--- src/rtl/hexdump_char_stream.sv ---
// Byte stream to uppercase hex text: "HH " per byte, CR LF every BYTES_PER_LINE bytes or on eof.
// Input bytes are buffered in a small FIFO; one character is emitted per cycle.
module hexdump_char_stream #(
    parameter int unsigned FIFO_DEPTH     = 16,
    parameter int unsigned BYTES_PER_LINE = 16
) (
    input  logic       clk,
    input  logic       rst,
    input  logic       in_valid,
    input  logic [7:0] in_byte,
    input  logic       eof,
    output logic       wreq,
    output logic [7:0] wchar,
    output logic       busy,
    output logic       overflow
);

    localparam int unsigned PW = $clog2(FIFO_DEPTH);
    localparam int unsigned CW = (BYTES_PER_LINE > 1) ? $clog2(BYTES_PER_LINE) : 1;
    localparam logic [PW:0]   FullCount = (PW + 1)'(FIFO_DEPTH);
    localparam logic [CW-1:0] LastCol   = CW'(BYTES_PER_LINE - 1);

    typedef enum logic [2:0] {StIdle, StHi, StLo, StSep, StCr, StLf} state_e;

    logic [7:0]    mem_q [FIFO_DEPTH];
    logic [PW-1:0] wptr_q, rptr_q;
    logic [PW:0]   count_q;
    logic          overflow_q;

    state_e        state_q;
    logic [7:0]    hold_q;
    logic [CW-1:0] col_q;
    logic          pend_q;
    logic          term_q;
    logic          wreq_q;
    logic [7:0]    wchar_q;

    logic full, empty, push, pop;

    assign full  = (count_q == FullCount);
    assign empty = (count_q == '0);
    assign push  = in_valid && !full;
    assign pop   = (state_q == StIdle) && !empty;

    function automatic logic [7:0] hex_char(input logic [3:0] n);
        return (n < 4'd10) ? (8'h30 + {4'h0, n}) : (8'h37 + {4'h0, n});
    endfunction

    always_ff @(posedge clk) begin
        if (push) begin
            mem_q[wptr_q] <= in_byte;
        end
    end

    always_ff @(posedge clk) begin
        if (rst) begin
            wptr_q     <= '0;
            rptr_q     <= '0;
            count_q    <= '0;
            overflow_q <= 1'b0;
        end else begin
            if (push) wptr_q <= wptr_q + 1'b1;
            if (pop)  rptr_q <= rptr_q + 1'b1;
            case ({push, pop})
                2'b10:   count_q <= count_q + 1'b1;
                2'b01:   count_q <= count_q - 1'b1;
                default: count_q <= count_q;
            endcase
            // A pop in the same cycle does not rescue a byte offered to a full FIFO.
            if (in_valid && full) overflow_q <= 1'b1;
        end
    end

    // Outputs lag the state by one cycle, so each state's char is visible the cycle after.
    always_ff @(posedge clk) begin
        if (rst) begin
            state_q <= StIdle;
            hold_q  <= 8'h00;
            col_q   <= '0;
            pend_q  <= 1'b0;
            term_q  <= 1'b0;
            wreq_q  <= 1'b0;
            wchar_q <= 8'h00;
        end else begin
            wreq_q <= 1'b0;
            if (eof) pend_q <= 1'b1;
            unique case (state_q)
                StIdle: begin
                    if (!empty) begin
                        hold_q  <= mem_q[rptr_q];
                        state_q <= StHi;
                    end else if (pend_q && col_q != '0) begin
                        term_q  <= 1'b1;
                        state_q <= StCr;
                    end else if (pend_q) begin
                        pend_q <= 1'b0;
                    end
                end
                StHi: begin
                    wreq_q  <= 1'b1;
                    wchar_q <= hex_char(hold_q[7:4]);
                    state_q <= StLo;
                end
                StLo: begin
                    wreq_q  <= 1'b1;
                    wchar_q <= hex_char(hold_q[3:0]);
                    state_q <= (col_q == LastCol) ? StCr : StSep;
                end
                StSep: begin
                    wreq_q  <= 1'b1;
                    wchar_q <= 8'h20;
                    col_q   <= col_q + 1'b1;
                    state_q <= StIdle;
                end
                StCr: begin
                    wreq_q  <= 1'b1;
                    wchar_q <= 8'h0D;
                    state_q <= StLf;
                end
                StLf: begin
                    wreq_q  <= 1'b1;
                    wchar_q <= 8'h0A;
                    col_q   <= '0;
                    // Only an eof-driven termination retires the pending flag.
                    if (term_q) begin
                        pend_q <= 1'b0;
                        term_q <= 1'b0;
                    end
                    state_q <= StIdle;
                end
                default: state_q <= StIdle;
            endcase
        end
    end

    assign wreq     = wreq_q;
    assign wchar    = wchar_q;
    assign overflow = overflow_q;
    assign busy     = !empty || pend_q || (state_q != StIdle);

endmodule

--- config.mk ---
export PLATFORM = sky130hd
export DESIGN_NAME = hexdump_char_stream
export DESIGN_NICKNAME = d
export VERILOG_FILES = /design/src/rtl/hexdump_char_stream.sv
export SDC_FILE = /design/constraint.sdc
export NUM_CORES = 1
export LEC_CHECK = 0
export BUFFER_PORTS_ARGS = -buffer_cell sky130_fd_sc_hd__buf_4
export CELL_PAD_IN_SITES_DETAIL_PLACEMENT = 0
export CELL_PAD_IN_SITES_GLOBAL_PLACEMENT = 1
export CORE_MARGIN = 1
export CORE_UTILIZATION = 39
export CTS_BUF_LIST = sky130_fd_sc_hd__clkbuf_8
export DETAILED_ROUTE_END_ITERATION = 10
export PLACE_DENSITY = 0.72
export SLEW_MARGIN = 25
export SYNTH_ARGS = -nofsm -noshare
export SYNTH_HDL_FRONTEND = slang
export SYNTH_SLANG_ARGS = --single-unit
--- constraint.sdc ---
create_clock -name clk -period 3.45 [get_ports clk]
set_input_delay 0.1725 -clock clk [delete_from_list [all_inputs] [get_ports clk]]
set_output_delay 0.1725 -clock clk [all_outputs]
set_load 0.01 [all_outputs]
# --- After elaboration in Yosys (flattened, before gate mapping) ---
# Memory sizes are Yosys's and may differ from the RTL's. A register that Yosys moved wholly into a read port is not among the register bits.
# Index checks and enable logic that the tools add are counted.
word_totals:
  in_bits: 12
  out_inout_bits: 11
  n_memories: 1
  ff_bits: 32
  mem_bits_rw: 128
op_classes:
  n_addsub: 9
  bitwise: 1
  muxes: 21
  n_lt_le_gt_ge: 2
  reduce_logical: 19
  n_eq_ne: 12
memory_table:
  columns: ["name", "depth", "word_bits", "read_ports", "rd_clocked_by_memory_dff", "write_ports", "line", "source"]
  rows:
  - ["mem_q", 16, 8, 1, 1, 1, "25", "logic [7:0] mem_q [FIFO_DEPTH];"]
op_table:
  columns: ["operator", "n"]
  rows:
  - ["$pmux W8 S5", 1]
  - ["$add A6 B4 Y7 const A", 4]
  - ["$mux W7", 2]
  - ["$add A4 B1 Y4 const B", 3]
  - ["$pmux W3 S4", 1]
  - ["$mux W1", 10]
  - ["$pmux W5 S2", 1]
  - ["$mux W3", 3]
  - ["$lt A4 B4 Y1 const B", 2]
  - ["$pmux W4 S2", 1]
  - ["$eq A3 B2 Y1 const B", 2]
  - ["$eq A3 B3 Y1 const B", 2]
  - ["$reduce_bool A2 Y1", 3]
  - ["$add A5 B1 Y5 const B", 1]
  - ["$eq A5 B5 Y1 const B", 1]
  - ["$logic_not A5 Y1", 1]
  - ["$reduce_bool A5 Y1", 1]
  - ["$reduce_or A5 Y1", 1]
  - ["$sub A5 B1 Y5 const B", 1]
  - ["$eq A4 B4 Y1 const B", 1]
  - ["$logic_and A1 B1 Y1", 4]
  - ["$pmux W1 S2", 2]
  - ["$reduce_bool A4 Y1", 1]
  - ["$eq A3 B1 Y1 const B", 1]
  - ["other kinds (12)", 14]

# --- Longest topological paths before layout ---
depth:
  depth_word: 5
  mapped_depth: 15
  depth_no_buf: 11

# --- Worst setup path after synthesis ---
# Ideal clock, no wire load.
synth_path:
  kind: "reg2reg"
  start: "reg count_q[2]"
  end: "reg count_q[4]"
  setup_ns: 0.136
  n_path_buf: 3
  path_slack_ns: 0.309
  t_required_ns: 3.314
  arrival_ns: 3.005
  stages_incl_launch_ff: 15
  cell_sequence: "dfxtp_1 -> buf_2 -> nor4_4 -> a21o_1 -> buf_2 -> inv_2 -> ha_1 -> buf_2 -> xor2_1 -> ha_1 -> o21a_1 -> o21ai_0 -> mux2_2 -> a2111oi_0 -> a211oi_1"
synth_via:
  elab_chain_len: 5
  word_cells_on_any_way: 12
synth_lines:
  columns: ["item", "line", "source"]
  rows:
  - ["start: declaration", "27", "logic [PW:0] count_q;"]
  - ["start signal: assignment", "65", "2'b10: count_q <= count_q + 1'b1;"]
  - ["start signal: assignment", "66", "2'b01: count_q <= count_q - 1'b1;"]
  - ["start signal: assignment", "67", "default: count_q <= count_q;"]
  - ["$logic_not A5 Y1 *", "41", "assign empty = (count_q == '0);"]
  - ["$logic_not A1 Y1 *", "43", "assign pop = (state_q == StIdle) && !empty;"]
  - ["$logic_and A1 B1 Y1 *", "43", null]
  - ["named net pop", "38", "logic full, empty, push, pop;"]
  - ["$eq A2 B1 Y1 or $eq A2 B2 Y1 (tied branches)", "64", "case ({push, pop})"]
  - ["$pmux W5 S2 or $reduce_bool A2 Y1 (tied branches)", null, null]
# Mark *: on every way through the listed nets, which the timed path passes. The rest lies on a longest branch.
# A chain may end at the register's enable or synchronous reset.

# --- Worst setup path in the final report ---
layout_path:
  start: "reg count_q[1]"
  end: "reg count_q[4]"
# Same word-level chain as after synthesis.

==> summary.md <==
| Metric | Value |
|---|---|
| GRT Max-Usage Layer | `met2` |
| Total power | `~5.6 mW` |
| Total I/O pin count | `23` |
| Cell mode on critical path | `ha_1` |
| Gr usage total | `~17%` |
| Root Buffer | `clkbuf_8` |
| Met1 track utilization from global routing | `21.9%` |
| DR vias/cell | `about 5.5` |
| Cell Count, Final, Fillers Out | `around 760` |
| Yosys top cell area share | `54.6%` |
| Outcome | `finished clean` |
| Crit path max-delay cell type | `nor4_4` |
| First-pass GRT wire length | `around 22 mm` |
| Iter 0 DRT Violations | `253` |
| #FFs+latches synth | `between 150 and 200` |
| Final WL | `14.2 mm` |
| Syn Area/Cell | `14.2 µm²` |
| DIE AREA | `18600 µm²` |
| Worst endpoint required time | `3770 ps` |
| WP data arrival | `between 3000 and 4000 ps` |
| Core Box Area | `around 17000 µm²` |
| CTS buffer count | `17` |
| Yosys cell types | `50` |
| Bufs and invs on worst path | `1` |
| CP startpoint kind | `flip-flop` |
| Remaining routing DRC violations | `0` |
| Commonest non-fill, non-tap cell in the layout | `edfxtp_1` |
| Crit Path Category | `reg -> reg` |
| Post-layout min period | `~3200 ps` |
| Die width | `136 µm` |
| Initial antenna violation count | `0` |
| Most frequent cells in the layout | `128 x edfxtp_1, 48 x nor2_1, 38 x a21oi_1, 38 x dfxtp_1, 34 x buf_4` |
| WL/cell | `18.7 µm` |
| Post-synth EDFFs | `about 130` |
| Vias | `4138` |
| Crit-path leading delay family | `compound AO/OA/AOI/OAI gates` |
| Hold/Removal Path Class | `in -> reg` |
| Syn Nets | `between 500 and 600` |
| Seq/Total Area, Yosys | `around two thirds` |
| RD Place Congestion | `between 0.8 and 0.9` |
| Crit Path Max Fanout | `8` |
| Setup Viol. Count Final | `0` |
| Clock sink count | `~170` |
| Final nets | `542` |
| Ant diodes | `0` |
| Row cnt | `48` |
| Peak Freq | `between 300 and 400 MHz` |
| Largest net degree at the start of global routing | `42` |
| Worst path cell trace | `nor4_4 -> a21o_1 -> inv_2 -> ha_1 -> xor2_1 -> ha_1 -> o21a_1 -> o21ai_0 -> mux2_2 -> a2111oi_1 -> a211oi_1` |
| Pin slew with the least headroom to its limit | `828 ps` |
| Initial Util | `about 40%` |
| Pwr Density | `between 700 and 800 nW/µm²` |
| Period utilization | `about 93%` |
| Placed Instance Area | `7440 µm²` |
| Synth top area cells | `edfxtp_1 55%, dfxtp_1 11%, mux4_2 10%` |
| Mapped cell area | `slightly above 7000 µm²` |
| Post-Synthesis Cells | `495` |
| Yosys warning count | `0` |
| Clock Latency Late Sink | `450 ps` |
| Final ANT Viol Nets | `0` |
| Post-synth top area cell | `edfxtp_1` |
| I/O Buffers | `21` |
| Maximum root-to-sink buffer count | `2` |
| Vias in the first global route | `roughly 4100` |
| DRT Pass-1 Iters | `5` |
| FFs w/ async S/R, synth | `0%` |
| H-Tree Depth | `4` |
| Setup tns final | `0 ps` |
| Final Hold Fails | `0` |
| Residual overflow from global routing | `0` |
| Placed cells | `between 700 and 800` |
| Clk_skew | `around 16 ps` |
| Vert. Die Dim | `between 100 and 150 µm` |
| Rel. slew slack | `between 40% and 50%` |
| Share of cells above drive strength 1 | `19.0%` |
| Design Area, Final | `~8000 µm²` |
| Critical Path Max Stage Delay | `about 460 ps` |
| GR Util met2 | `27.6%` |
| Clock-pin slew on the worst setup and hold paths | `~100 ps` |
| Global routing usage on met3 | `about 3%` |
| Dpl hpwl | `a little under 9 mm` |
| Hold_ws | `47.4 ps` |
| Pins Over Slew Limit | `0` |
| P&R area growth vs syn | `11.2%` |
| Worst Setup End Kind | `flip-flop` |
| Main synth FF type | `edfxtp_1` |
| Max_cap viols | `0` |
| CTS tree | `yes` |
| Pleak | `roughly 2.6 nW` |
| Max IR drop VDD | `around 0.42 mV` |
cell type report:
cell class	instances	area (µm²)
well taps	225	282
clock buffers	17	234
inverters	14	52.6
clock inverters	15	140
flip-flops and latches	167	4630
repair buffers	36	275
multi-input cells	282	2230
fillers	1536	9640
metrics by stage:
step / utilization (%) / setup WS, ps
finish: 44.8 / 226
global route: 44.8 / -1.16
CTS: 44.8 / 207
detailed placement: 42.6 / 233
global placement: 42.6 / 362
floorplan: - / 309
path summary, 6_finish.rpt:
check	to	slack, ps	cells past startpoint	start
hold reg to reg	overflow	480	2	overflow
setup / recovery	count_q[4]	230	11	count_q[1]
hold / removal	mem_q[13][4]	50	1	in_byte[4]
setup reg to reg	count_q[4]	230	11	count_q[1]
flip-flops by register name (all words and copies together) (netlist names):
name      cells
mem_q       128
hold_q        8
wchar         7
count_q       5
col_q         4
rptr_q        4
wptr_q        4
state_q       3
overflow      1
pend_q        1
term_q        1
wreq          1
cells in the mapped netlist (9+ instances only):
| master | number |
|---|---|
| nand2_1 | 28 |
| o21ai_0 | 14 |
| nand3_1 | 10 |
| edfxtp_1 | 128 |
| nor2_1 | 48 |
| inv_1 | 13 |
| buf_2 | 9 |
| ha_1 | 12 |
| mux4_2 | 32 |
| dfxtp_1 | 39 |
| a22oi_1 | 20 |
| clkbuf_1 | 17 |
| a21oi_1 | 38 |
cells by family (layout without fill, tap and decap cells):
logic type / count (synthesis) / count (layout) / share of synthesized area [%]
fa+ha+maj: 12 / 12 / 2.13
compound gates: 103 / 103 / 9.16
buf+inv: 46 / 82 / 2.77
xor+xnor: 12 / 12 / 1.49
simple gates: 119 / 119 / 8.06
flops: 167 / 167 / 65.6
other cells: 1 / 1 / 0.0532
mux: 35 / 35 / 10.7
layer usage:
metal	share of wire [%]	routed length, µm
met5	0	0
met4	0.92	131
met3	4.3	614
met2	49	6960
met1	46	6470
what timing repair did:
| action | 4_1_cts | 5_1_grt |
|---|---|---|
| hold buffers | 2 | 0 |
| endpoints found under the setup margin | 0 | 1 |
| resized for setup | 0 | 1 |
| hold endpoints to repair | 2 | 0 |
| setup buffers | 0 | 0 |
power by group:
group          internal [mW]  switching (mW)
Clock                  0.589           0.767
Sequential              2.34           0.171
Combinational          0.735           0.954
Total                   3.66            1.89
worst register-to-register path, delay by kind of cell, from the launching register on:
kind	cells	cell delay [ps]
AO/OA/AOI/OAI	5	1070
XOR/XNOR	1	180
adder cells (fa/ha/maj)	2	540
buffers and inverters	1	70
flip-flops	1	410
multiplexers	1	360
AND/OR/NAND/NOR	1	460
No activity file was read; power rests on OpenSTA's default activity.
